### src/rtl/instruction_fetch_stage.sv
// Instruction fetch stage: the PC register and the IF/ID pipeline register, with a valid/ready
// handshake to decode and a branch/jump redirect that flushes the in-flight fetch.
module instruction_fetch_stage #(
    parameter int unsigned    DATA_WIDTH  = 32,
    parameter logic [31:0]    RESET_PC    = 32'h0040_0000,
    parameter logic [31:0]    NOP_INSTR   = 32'h0000_0013,
    parameter int unsigned    COUNT_WIDTH = 16
) (
    input  logic                   clk,
    input  logic                   reset,
    input  logic                   fetch_en_i,
    input  logic                   id_ready_i,
    input  logic                   redirect_i,
    input  logic [DATA_WIDTH-1:0]  redirect_pc_i,
    input  logic [DATA_WIDTH-1:0]  instruction_i,
    output logic [DATA_WIDTH-1:0]  pc_address_o,
    output logic                   if_id_valid_o,
    output logic [DATA_WIDTH-1:0]  if_id_instruction_o,
    output logic [DATA_WIDTH-1:0]  if_id_pc_o,
    output logic [DATA_WIDTH-1:0]  if_id_pc_plus4_o,
    output logic                   misaligned_o,
    output logic [COUNT_WIDTH-1:0] fetch_count_o
);

    logic [DATA_WIDTH-1:0]  r_pc;
    logic                   r_valid;
    logic [DATA_WIDTH-1:0]  r_instr;
    logic [DATA_WIDTH-1:0]  r_if_pc;
    logic [DATA_WIDTH-1:0]  r_if_pc_plus4;
    logic                   r_misaligned;
    logic [COUNT_WIDTH-1:0] r_count;

    logic                   w_advance;
    logic                   w_consumed;
    logic [DATA_WIDTH-1:0]  w_pc_plus4;

    assign w_advance  = fetch_en_i & (~r_valid | id_ready_i);
    assign w_consumed = r_valid & id_ready_i;
    assign w_pc_plus4 = r_pc + DATA_WIDTH'(4);

    // Redirect beats advance; a drained slot with fetch disabled goes back to NOP.
    always_ff @(posedge clk or negedge reset) begin
        if (!reset) begin
            r_pc          <= DATA_WIDTH'(RESET_PC);
            r_valid       <= 1'b0;
            r_instr       <= DATA_WIDTH'(NOP_INSTR);
            r_if_pc       <= '0;
            r_if_pc_plus4 <= '0;
            r_misaligned  <= 1'b0;
            r_count       <= '0;
        end else if (redirect_i) begin
            r_pc         <= {redirect_pc_i[DATA_WIDTH-1:2], 2'b00};
            r_valid      <= 1'b0;
            r_instr      <= DATA_WIDTH'(NOP_INSTR);
            r_misaligned <= r_misaligned | (|redirect_pc_i[1:0]);
        end else if (w_advance) begin
            r_instr       <= instruction_i;
            r_if_pc       <= r_pc;
            r_if_pc_plus4 <= w_pc_plus4;
            r_valid       <= 1'b1;
            r_pc          <= w_pc_plus4;
            r_count       <= r_count + COUNT_WIDTH'(1);
        end else if (w_consumed && !fetch_en_i) begin
            r_valid <= 1'b0;
            r_instr <= DATA_WIDTH'(NOP_INSTR);
        end
    end

    assign pc_address_o        = r_pc;
    assign if_id_valid_o       = r_valid;
    assign if_id_instruction_o = r_instr;
    assign if_id_pc_o          = r_if_pc;
    assign if_id_pc_plus4_o    = r_if_pc_plus4;
    assign misaligned_o        = r_misaligned;
    assign fetch_count_o       = r_count;

endmodule

### config.mk
export PLATFORM = sky130hd
export DESIGN_NAME = instruction_fetch_stage
export DESIGN_NICKNAME = d
export VERILOG_FILES = /design/src/rtl/instruction_fetch_stage.sv
export SDC_FILE = /design/constraint.sdc
export NUM_CORES = 1
export LEC_CHECK = 0
export ABC_AREA = 0
export ABC_CLOCK_PERIOD_IN_PS = 3500
export BUFFER_PORTS_ARGS = -buffer_cell sky130_fd_sc_hd__buf_2
export CAP_MARGIN = 20
export CORE_ASPECT_RATIO = 2
export CORE_MARGIN = 2
export CORE_UTILIZATION = 40
export CTS_CLUSTER_SIZE = 28
export DETAILED_ROUTE_END_ITERATION = 8
export GPL_ROUTABILITY_DRIVEN = 0
export HOLD_SLACK_MARGIN = 0.12
export PLACE_DENSITY = 0.72
export SLEW_MARGIN = 30
export SYNTH_ARGS = -nofsm -noshare
export SYNTH_HDL_FRONTEND = slang
export SYNTH_SLANG_ARGS = --single-unit
### constraint.sdc
create_clock -name clk -period 3.5 [get_ports clk]
set_input_delay 0.525 -clock clk [delete_from_list [all_inputs] [get_ports clk]]
set_output_delay 0.525 -clock clk [all_outputs]
set_load 0.02 [all_outputs]
==> Word-level counts from Yosys, hierarchy flattened <==
Cells that the tools add are included.
{ "op_classes": {"add_sub_neg": 2, "n_mul": 0, "div": 0, "n_lt_le_gt_ge": 0, "eq_ne": 0, "shifts": 0, "mux": 8, "bitwise_logic": 6, "reduce_logical": 6} }
{ "op_table": {"columns": ["cell", "count"], "rows": [
  ["two-way mux 32 bit", 5],
  ["adder 32 x 3 -> 32 bit, second input constant", 1],
  ["adder 16 x 1 -> 16 bit, second input constant", 1],
  ["two-way mux 1 bit", 3],
  ["nonzero test 3 bit", 1],
  ["bitwise AND 1 bit", 2],
  ["inverter 1 bit", 2],
  ["OR 1 bit", 2],
  ["AND reduction 2 bit", 1],
  ["nonzero test 2 bit", 1],
  ["OR reduction 2 bit", 1],
  ["logical AND 1 bit", 1],
  ["zero test 1 bit", 1]
]} }
{ "word_totals": {"ff_bits": 146, "latchBits": 0, "mem_bits_rw": 0, "rom_bits": 0, "inputBits": 69, "out_inout_bits": 146, "elab_cells": 29, "mem_count": 0} }

==> Depth between registers and ports, before layout <==
Gate-level depths: netlist of the first run.
{ "logic_depth": {"ltp_word": 5, "mapped_depth": 8, "depth_no_buf": 6} }

==> Least setup slack after synthesis of the first run <==
No wires, ideal clock.
{ "synth_path": {"kind": "register -> register", "startpoint": "reg r_pc[14] (netlist: pc_address_o[14])", "endpoint": "reg r_pc[27] (netlist: pc_address_o[27])", "setup_time_ps": 136, "t_arrival_ps": 1739, "required_time_ps": 3364, "slack_ps": 1625, "path_stages_with_launch": 8, "n_path_buf": 2, "period_less_slack_ps": 1875, "path_cell_list": "dfrtp_1 clkbuf_1 nand4_1 nor4_2 buf_4 nand3_1 o211ai_1 o311ai_1"} }
{ "synth_via": {"elab_chain_cells": 3} }
{ "synth_lines": {"columns": ["element", "line_no", "text"], "rows": [
  ["start: declaration", "25", "logic [DATA_WIDTH-1:0] r_pc;"],
  ["start signal: assignment", "44", "r_pc <= DATA_WIDTH'(RESET_PC);"],
  ["start signal: assignment", "52", "r_pc <= {redirect_pc_i[DATA_WIDTH-1:2], 2'b00};"],
  ["start signal: assignment", "61", "r_pc <= w_pc_plus4;"],
  ["adder 32 x 3 -> 32 bit", "39", "assign w_pc_plus4 = r_pc + DATA_WIDTH'(4);"],
  ["two-way mux 32 bit", "56", "end else if (w_advance) begin"],
  ["two-way mux 32 bit", "51", "end else if (redirect_i) begin"]
]} }
Every way passes these cells. The select of a mux whose other input is x is not followed.
A chain may end at the register's enable or synchronous reset.

==> Worst setup path in the final report of the first run <==
{ "layout_path": {"startpoint": "reg r_pc[2] (netlist: pc_address_o[2])", "endpoint": "reg r_pc[26] (netlist: pc_address_o[26])"} }
Same word-level chain as after synthesis.

==> impl_metrics.json, run 1 <==
{
  "status": "completed",
  "dieWidth_um": 92.4,
  "pwr-share-clk": 0.381,
  "p_seq_frac": 0.428,
  "crit_fanout": 8,
  "ctsHoldBuffers": 1,
  "worst_pin_slew_ps": 626,
  "area_growth_pct": 28.7,
  "drc": 0,
  "synthFlopType": "dfrtp_1",
  "wl_per_cell_um": 16.9,
  "fin_crit_sh": 0.645,
  "track_usage": 0.219,
  "finalWirelength_mm": 17.6,
  "routed-via-count": 5264,
  "overflow": 0,
  "r2r_end": "pc_address_o[26]",
  "yosysWarnings": 0,
  "dp_hpwl_mm": 13.0,
  "holdWs_ps": 307,
  "r2r_start": "pc_address_o[2]",
  "worstPathRequired_ps": 3770,
  "worstHoldEndpoint": "pc_address_o[6]",
  "crit_chain": "ha_1, and4_1, nand4_1, nor3_1, xnor2_1, o21ai_1",
  "syn_area_per_cell_sq_um": 9.86,
  "vias_per_cell": 5.06,
  "synth_edf_count": 0,
  "final_nets": 898,
  "synth_area_leader_cell": "dfrtp_1",
  "max-clock-path-buffers": 2,
  "intPower_uw": 3190,
  "cts_sinks": 140,
  "grt_antenna_before_repair": 2,
  "clk_pin_slew_ps": 70,
  "fmax_mhz": 443,
  "stdcell_count": 1040,
  "whs_path_depth": 3,
  "relSlewSlack": 0.581,
  "r2r_setup_slack_ps": 1240,
  "synth_cells": 634,
  "min_from": "redirect_pc_i[6]",
  "swShare": 0.321,
  "die-area_sq_mm": 0.0167,
  "drive_gt1_frac": 0.314,
  "die_height_um": 181,
  "root_buffer": "clkbuf_16",
  "hold_viol_final": 0,
  "clkLatencyLatePin_ps": 420,
  "worstSetupPathType": "reg2reg",
  "area.sequential_sq_mm": 0.00351,
  "worst-path-buf-inv": 0,
  "switchingPower_uw": 1510,
  "async_reset_ff_frac": 1.00,
  "syn-cell-area_sq_mm": 0.00625,
  "cts_resized": 0,
  "synth_seq_area_share": 0.561,
  "postCtsSetupRepairBufs": 0,
  "multi_input_area_sq_mm": 0.00255,
  "grt_max_degree": 84,
  "cts_tree": "yes",
  "power_density_mw_per_mm2": 584,
  "leakage_uw": 0.00397,
  "portBuffers": 208,
  "grt_pass1_wl_mm": 28.2,
  "pwr-share-comb": 0.191,
  "critical-path-max-stage-delay_ps": 530,
  "final_util": 0.526,
  "fin_tns_setup_ps": 0,
  "rows": 64,
  "synth.area.top_cells": "dfrtp_1 54%, nand2_1 11%, xnor2_1 5.2%",
  "slowest_stage": "dfrtp_1",
  "synth-seq-cells": 140,
  "crit_path_end_kind": "flip-flop",
  "grt_pass1_vias": 5245,
  "vdd_drop_max_v": 0.000371,
  "synth_top_area_share": 0.544,
  "coreArea_sq_mm": 0.0153,
  "synth_cell_types": 39,
  "h-tree-depth": 4,
  "dp.cells": 1005,
  "skew_ps": 13.3,
  "rsz0062_at_grt": "no",
  "slew_viol_final": 0,
  "cp.arrival_ps": 2530,
  "reg2reg_depth": 6,
  "io_pins": 215,
  "cpLargestDelayFamily": "simple AND/OR/NAND/NOR gates",
  "min_period_ps": 2260,
  "drv_cap": 0,
  "numCtsBuffers": 17,
  "first_pass_iters": 5,
  "fill_cells": 1440,
  "final_antenna_net_count": 0,
  "drt-initial-drc-count": 172,
  "hold_class": "in2reg",
  "finalSetupViolCount": 0,
  "critPathLaunchType": "flip-flop",
  "start_util": 0.409
}
==> worst max path at each step <==
stage | from | slack (ps) | end | depth (start not counted)
after floorplan | pc_address_o[14] | 1620 | pc_address_o[27] | 7
after global placement | redirect_i | 1240 | fetch_count_o[12] | 5
after detailed placement | redirect_i | 1230 | fetch_count_o[12] | 5
after CTS | pc_address_o[2] | 1240 | pc_address_o[26] | 6
after global routing | pc_address_o[2] | 1060 | pc_address_o[28] | 6
final | pc_address_o[2] | 1240 | pc_address_o[26] | 6
==> final cells by class <==
class                      count  share of cell area
antenna                        2            0.000622
clock buffer                  17              0.0529
clock inverter                15              0.0205
inverter                       2            0.000933
multi-input combinational    448               0.316
sequential                   140               0.436
tap                          198              0.0308
timing repair buffer         218               0.142
==> logic make-up after synthesis <==
family | Yosys count | synth area share
simple gates | 272 | 0.199
flops | 140 | 0.561
compound gates | 99 | 0.101
xor+xnor | 68 | 0.0953
buf+inv | 51 | 0.0370
fa+ha+maj | 2 | 0.00400
other cells | 1 | 0.000600
mux | 1 | 0.00160
==> power by group through the flow <==
stage / logic, uW / clock network [uW] / registers [uW]
detailed placement: 907 / 0 / 2040
global route: 977 / 1900 / 2040
global placement: 888 / 0 / 2040
floorplan: 313 / 0 / 2240
CTS: 911 / 1840 / 2010
finish: 897 / 1790 / 2010
==> state kept, by name, indices dropped and copies added (netlist names) <==
signal,cells
misaligned_o,1
fetch_count_o,16
if_id_instruction_o,32
if_id_valid_o,1
if_id_pc_o,30
if_id_pc_plus4_o,30
pc_address_o,30
==> placed cells by master (no fill, tap or decap), types with 15 or more instances in the layout <==
cell       synthesis  routed
buf_2             11     207
nand2_1          180     179
dfrtp_1          136     136
o21ai_1           51      51
xnor2_1           37      37
xor2_1            31      31
a22o_1            29      29
nand3_1           20      20
nand4_1           18      18
clkbuf_16          0      17
nor3_1            15      15
==> per-stage QoR <==
step | power (uW) | setup WS (ps) | instance area [sq um]
global placement | 2920 | 1240 | 7430
CTS | 4760 | 1240 | 8040
floorplan | 2550 | 1620 | 6270
global route | 4920 | 1060 | 8050
finish | 4700 | 1240 | 8050
detailed placement | 2950 | 1230 | 7440
==> cells in the mapped netlist (5+ instances only) <==
master,instances
nand4_1,18
a22o_1,29
and2_1,5
and4_1,8
nor3_1,15
dfrtp_1,136
nand2_1,180
buf_2,11
buf_4,7
clkbuf_1,23
nand3_1,20
xor2_1,31
xnor2_1,37
nor2_1,12
o21ai_1,51
o21ai_0,7
buf_1,8
==> metal layers <==
layer	track usage	vias to the layer above	wire (um)
met5	0	-	0
met2	0.385	184	9570
met1	0.239	2527	6360
met4	0.112	0	709
met3	0.0571	42	969
li1	-	2511	-
==> worst register-to-register path: stages, from the launching register on <==
cell	delay, ps
dfrtp_1	530
ha_1	310
and4_1	300
nand4_1	380
nor3_1	320
xnor2_1	180
o21ai_1	100
(Power assumes the default switching activity.)
==> run 2, diff against run 1 <==
Settings changed: ABC_CLOCK_PERIOD_IN_PS 3500 to 2200.
Clock period 3.5 ns to 2.2 ns, I/O delays scaled along.
==> run 2 against run 1 <==
  * Highest routed layer unchanged
  * Largest cell class unchanged
  * Die area did not move
  * Worst setup slack got worse by 980 ps
  * Count of clock-buffer cells in the layout rose by 5
==> impl_metrics.json, run 2 (same netlist as run 1, synthesis figures left out) <==
{
  "r2r_setup_slack_ps": 260,
  "io_pins": 215,
  "cts_tree": "yes",
  "crit_path_end_kind": "flip-flop",
  "coreArea_sq_mm": 0.0153,
  "fin_crit_sh": 0.883,
  "root_buffer": "clkbuf_16",
  "clkLatencyLatePin_ps": 420,
  "portBuffers": 208,
  "final_antenna_net_count": 0,
  "cpLargestDelayFamily": "simple AND/OR/NAND/NOR gates",
  "worst_pin_slew_ps": 660,
  "drv_cap": 0,
  "rsz0062_at_grt": "no",
  "dp_hpwl_mm": 13.7,
  "vias_per_cell": 5.07,
  "h-tree-depth": 4,
  "vdd_drop_max_v": 0.000493,
  "finalPower_uw": 7690,
  "cp.arrival_ps": 2230,
  "cts_sinks": 140,
  "cp-startpoint": "pc_address_o[8]",
  "cp.depth": 6,
  "crit_end": "pc_address_o[24]",
  "grt_antenna_before_repair": 4,
  "grt_pass1_vias": 5620,
  "multi_input_area_sq_mm": 0.00255,
  "worst-path-buf-inv": 1,
  "hold_viol_final": 0,
  "overflow": 0,
  "p_seq_frac": 0.407,
  "intPower_uw": 5330,
  "pwr-share-clk": 0.385,
  "layout_common_cells": "207 x buf_2, 179 x nand2_1, 135 x dfrtp_1, 51 x o21ai_1, 37 x xnor2_1",
  "worstSetupPathType": "reg2reg",
  "slew_viol_final": 0,
  "start_util": 0.409,
  "die_height_um": 181,
  "drive_gt1_frac": 0.334,
  "skew_ps": 9.39,
  "dieWidth_um": 92.4,
  "clk_pin_slew_ps": 60,
  "fill_cells": 1434,
  "r2r_end": "pc_address_o[24]",
  "crit_chain": "buf_4, and4_1, nand4_1, nor3_1, xnor2_1, o21ai_1",
  "fin_tns_setup_ps": 0,
  "finalSetupViolCount": 0,
  "swShare": 0.306,
  "power_density_mw_per_mm2": 916,
  "crit_fanout": 6,
  "rows": 64,
  "reg2reg_depth": 6,
  "area.sequential_sq_mm": 0.00351,
  "max-clock-path-buffers": 2,
  "largest_reg_flops": 32,
  "holdWs_ps": 130,
  "routed-via-count": 5457,
  "wl_per_cell_um": 17.0,
  "final_common_cell": "buf_2",
  "grt_pass1_wl_mm": 29.2,
  "grt_max_degree": 54,
  "min_period_ps": 1940,
  "status": "completed",
  "final_nets": 933,
  "die-area_sq_mm": 0.0167,
  "postCtsSetupRepairBufs": 0,
  "track_usage": 0.225,
  "worstPathRequired_ps": 2490,
  "drt-initial-drc-count": 242,
  "drc": 0,
  "numCtsBuffers": 17,
  "pwr-share-comb": 0.208,
  "switchingPower_uw": 2350,
  "slowest_stage": "dfrtp_1",
  "fmax_mhz": 515,
  "finalWirelength_mm": 18.3,
  "r2r_start": "pc_address_o[8]",
  "critical-path-max-stage-delay_ps": 410,
  "leakage_uw": 0.00416,
  "critPathLaunchType": "flip-flop",
  "relSlewSlack": 0.556,
  "first_pass_iters": 4,
  "hold_class": "in2reg",
  "area_growth_pct": 34.2
}
run 2: cell count changes in the layout (fill, tap and decap cells not counted), moves of 2 or more:
cell	change
clkinv_4	-3
buf_4	+26
dlygate4sd3_1	+7
diode_2	+2
inv_6	-4
buf_12	+3
clkbuf_8	+3
clkbuf_1	+2
run 2: worst min path at each step:
stage,start,end,cells past startpoint
finish,redirect_pc_i[5],pc_address_o[5],3
global route,instruction_i[25],if_id_instruction_o[25],2
CTS,instruction_i[16],if_id_instruction_o[16],2
detailed placement,reset,if_id_pc_o[13],1
global placement,reset,if_id_pc_o[13],1
floorplan,reset,fetch_count_o[0],0
run 2: final cells by class:
class                      instances  area share
sequential                       140       0.418
multi-input combinational        448       0.304
timing repair buffer             253       0.173
clock buffer                      22      0.0565
tap                              198      0.0295
clock inverter                    10      0.0166
antenna                            4     0.00119
inverter                           2    0.000895
run 2: power groups by stage:
stage / clock, uW / combinational (uW) / sequential, uW
2_1_floorplan: 0 / 497 / 3560
3_3_place_gp: 0 / 1570 / 3160
3_5_place_dp: 0 / 1600 / 3170
4_1_cts: 3010 / 1610 / 3130
5_1_grt: 3140 / 1720 / 3170
6_report: 2960 / 1600 / 3130
run 2: routing by layer:
| layer | part of all wire | vias up | GRT usage |
|---|---|---|---|
| li1 | - | 2588 | - |
| met1 | 0.36 | 2633 | 0.247 |
| met2 | 0.54 | 192 | 0.389 |
| met3 | 0.050 | 44 | 0.0442 |
| met4 | 0.049 | 0 | 0.143 |
| met5 | 0 | - | 0 |
run 2: what timing repair did:
| action | CTS | global route |
|---|---|---|
| hold buffers | 8 | 0 |
| resized for setup | 0 | 1 |
| hold endpoints to repair | 53 | 0 |
| endpoints found under the setup margin | 0 | 1 |
run 2: worst reg2reg max path: cells and delay by family (launching register included):
| family | cells | cell delay [ps] |
|---|---|---|
| DFF | 1 | 410 |
| and+or+nand+nor | 3 | 1000 |
| buffers and inverters | 1 | 190 |
| AOI/OAI and AO/OA | 1 | 70 |
| xor gates and xnor gates | 1 | 150 |
run 2: through the flow:
| step | util | setup WS, ps | cells | area, sq um |
|---|---|---|---|---|
| after floorplan | - | 325 | 639 | 6270 |
| after global placement | 0.502 | 281 | 1033 | 7680 |
| final | 0.549 | 258 | 1077 | 8390 |
| after detailed placement | 0.503 | 269 | 1033 | 7690 |
| after global routing | 0.549 | 30.1 | 1077 | 8390 |
| after CTS | 0.548 | 245 | 1073 | 8380 |
==> run 3, diff against run 2 <==
Settings changed: MAX_ROUTING_LAYER set to met4.
==> run 3 against run 2 <==
  * Clock skew is 0.59 ps higher
  * Clock power hardly changed
  * Via count fell by 0.18%
  * Utilization unchanged
  * Combinational power about the same
  * Critical path depth stayed put
==> impl_metrics.json, run 3 (same netlist as run 1, synthesis figures left out) <==
{
  "io_pins": 215,
  "track_usage": 0.231,
  "slew_viol_final": 0,
  "cp.arrival_ps": 2240,
  "worstPathRequired_ps": 2490,
  "vias_per_cell": 5.06,
  "min_period_ps": 1950,
  "start_util": 0.409,
  "r2r_setup_slack_ps": 250,
  "worst-path-buf-inv": 1,
  "first_pass_iters": 4,
  "h-tree-depth": 4,
  "worstHoldEndpoint": "pc_address_o[5]",
  "fmax_mhz": 512,
  "leakage_uw": 0.00416,
  "reg2reg_depth": 6,
  "skew_ps": 9.98,
  "max-clock-path-buffers": 2,
  "hold_class": "in2reg",
  "area_growth_pct": 34.2,
  "die-area_sq_mm": 0.0167,
  "final_nets": 933,
  "worst_pin_slew_ps": 651,
  "hold_viol_final": 0,
  "critical-path-max-stage-delay_ps": 410,
  "fin_crit_sh": 0.887,
  "dieWidth_um": 92.4,
  "portBuffers": 208,
  "layout_common_cells": "207 x buf_2, 179 x nand2_1, 135 x dfrtp_1, 51 x o21ai_1, 37 x xnor2_1",
  "clkLatencyLatePin_ps": 410,
  "clk_pin_slew_ps": 60,
  "largest_reg_flops": 32,
  "rsz0062_at_grt": "no",
  "dp_hpwl_mm": 13.7,
  "cpLargestDelayFamily": "simple AND/OR/NAND/NOR gates",
  "finalWirelength_mm": 18.3,
  "slowest_stage": "dfrtp_1",
  "final_antenna_net_count": 0,
  "grt_max_degree": 54,
  "final_common_cell": "buf_2",
  "min_from": "redirect_pc_i[5]",
  "grt_pass1_vias": 5622,
  "r2r_start": "pc_address_o[8]",
  "power_density_mw_per_mm2": 917,
  "drt-initial-drc-count": 214,
  "grt_pass1_wl_mm": 29.2,
  "numCtsBuffers": 17,
  "die_height_um": 181,
  "coreArea_sq_mm": 0.0153,
  "wl_per_cell_um": 17.0,
  "crit_path_end_kind": "flip-flop",
  "cts_sinks": 140,
  "fin_tns_setup_ps": 0,
  "rows": 64,
  "grt_antenna_before_repair": 4,
  "status": "completed",
  "drc": 0,
  "overflow": 0,
  "critPathLaunchType": "flip-flop",
  "vdd_drop_max_v": 0.000497,
  "routed-via-count": 5447,
  "cts_tree": "yes",
  "worstSetupPathType": "reg2reg",
  "drive_gt1_frac": 0.334,
  "crit_fanout": 6,
  "relSlewSlack": 0.562,
  "r2r_end": "pc_address_o[24]",
  "root_buffer": "clkbuf_16",
  "finalSetupViolCount": 0,
  "drv_cap": 0,
  "crit_chain": "buf_4, and4_1, nand4_1, nor3_1, xnor2_1, o21ai_1",
  "whs_path_depth": 3,
  "finalPower_uw": 7690
}
## run 3: cell counts in the layout (fill, tap and decap cells not counted)
No cell type changed its count.
## run 3: what timing repair did
action                                 CTS  global route
setup endpoints to repair                0             1
resized for setup                        0             1
endpoints found under the hold margin   53             0
setup buffers                            0             0
hold buffers                             8             0
## run 3: worst max-delay path by stage
stage	startpoint	to	slack (ps)	cells after the start
finish	pc_address_o[8]	pc_address_o[24]	250	6
global route	pc_address_o[5]	pc_address_o[31]	30	6
CTS	pc_address_o[6]	pc_address_o[31]	250	6
detailed placement	pc_address_o[6]	pc_address_o[31]	270	6
global placement	id_ready_i	if_id_instruction_o[8]	280	5
floorplan	pc_address_o[14]	pc_address_o[27]	320	7
## run 3: per-stage QoR
stage	hold WS [ps]	utilization	worst slack [ps]	instances	area, sq um
after floorplan	34.4	-	325	639	6270
after global placement	314	0.502	281	1033	7680
after detailed placement	316	0.503	269	1033	7690
after CTS	120	0.548	245	1073	8380
after global routing	129	0.549	30.3	1077	8390
final	131	0.549	248	1077	8390
## run 3: layout make-up
type,count,area (sq um)
Multi-Input combinational cell,448,2550
Sequential cell,140,3510
Clock inverter,10,139
Fill cell,1434,6900
Antenna cell,4,10.0
Timing Repair Buffer,253,1460
Clock buffer,22,474
Inverter,2,7.51
Tap cell,198,248
## run 3: per-layer routing
metal | global-route usage | routed length (um) | share of wire
met1 | 0.253 | 6850 | 0.37
met2 | 0.388 | 9780 | 0.54
met3 | 0.0346 | 706 | 0.039
met4 | 0.141 | 935 | 0.051
met5 | - | 0 | 0
## run 3: where the power goes
part	leakage (uW)	total, uW	internal [uW]	switching [uW]
Clock	0.000288	2960	1870	1090
Combinational	0.00209	1600	569	1030
Sequential	0.00178	3130	2890	239
Total	0.00416	7690	5330	2360
## run 3: worst reg2reg max path: cells and delay by family (launching register included)
kind	cells	cell delay, ps
buffers and inverters	1	190
AOI/OAI and AO/OA	1	70
DFF	1	410
xor gates and xnor gates	1	150
and+or+nand+nor	3	1020
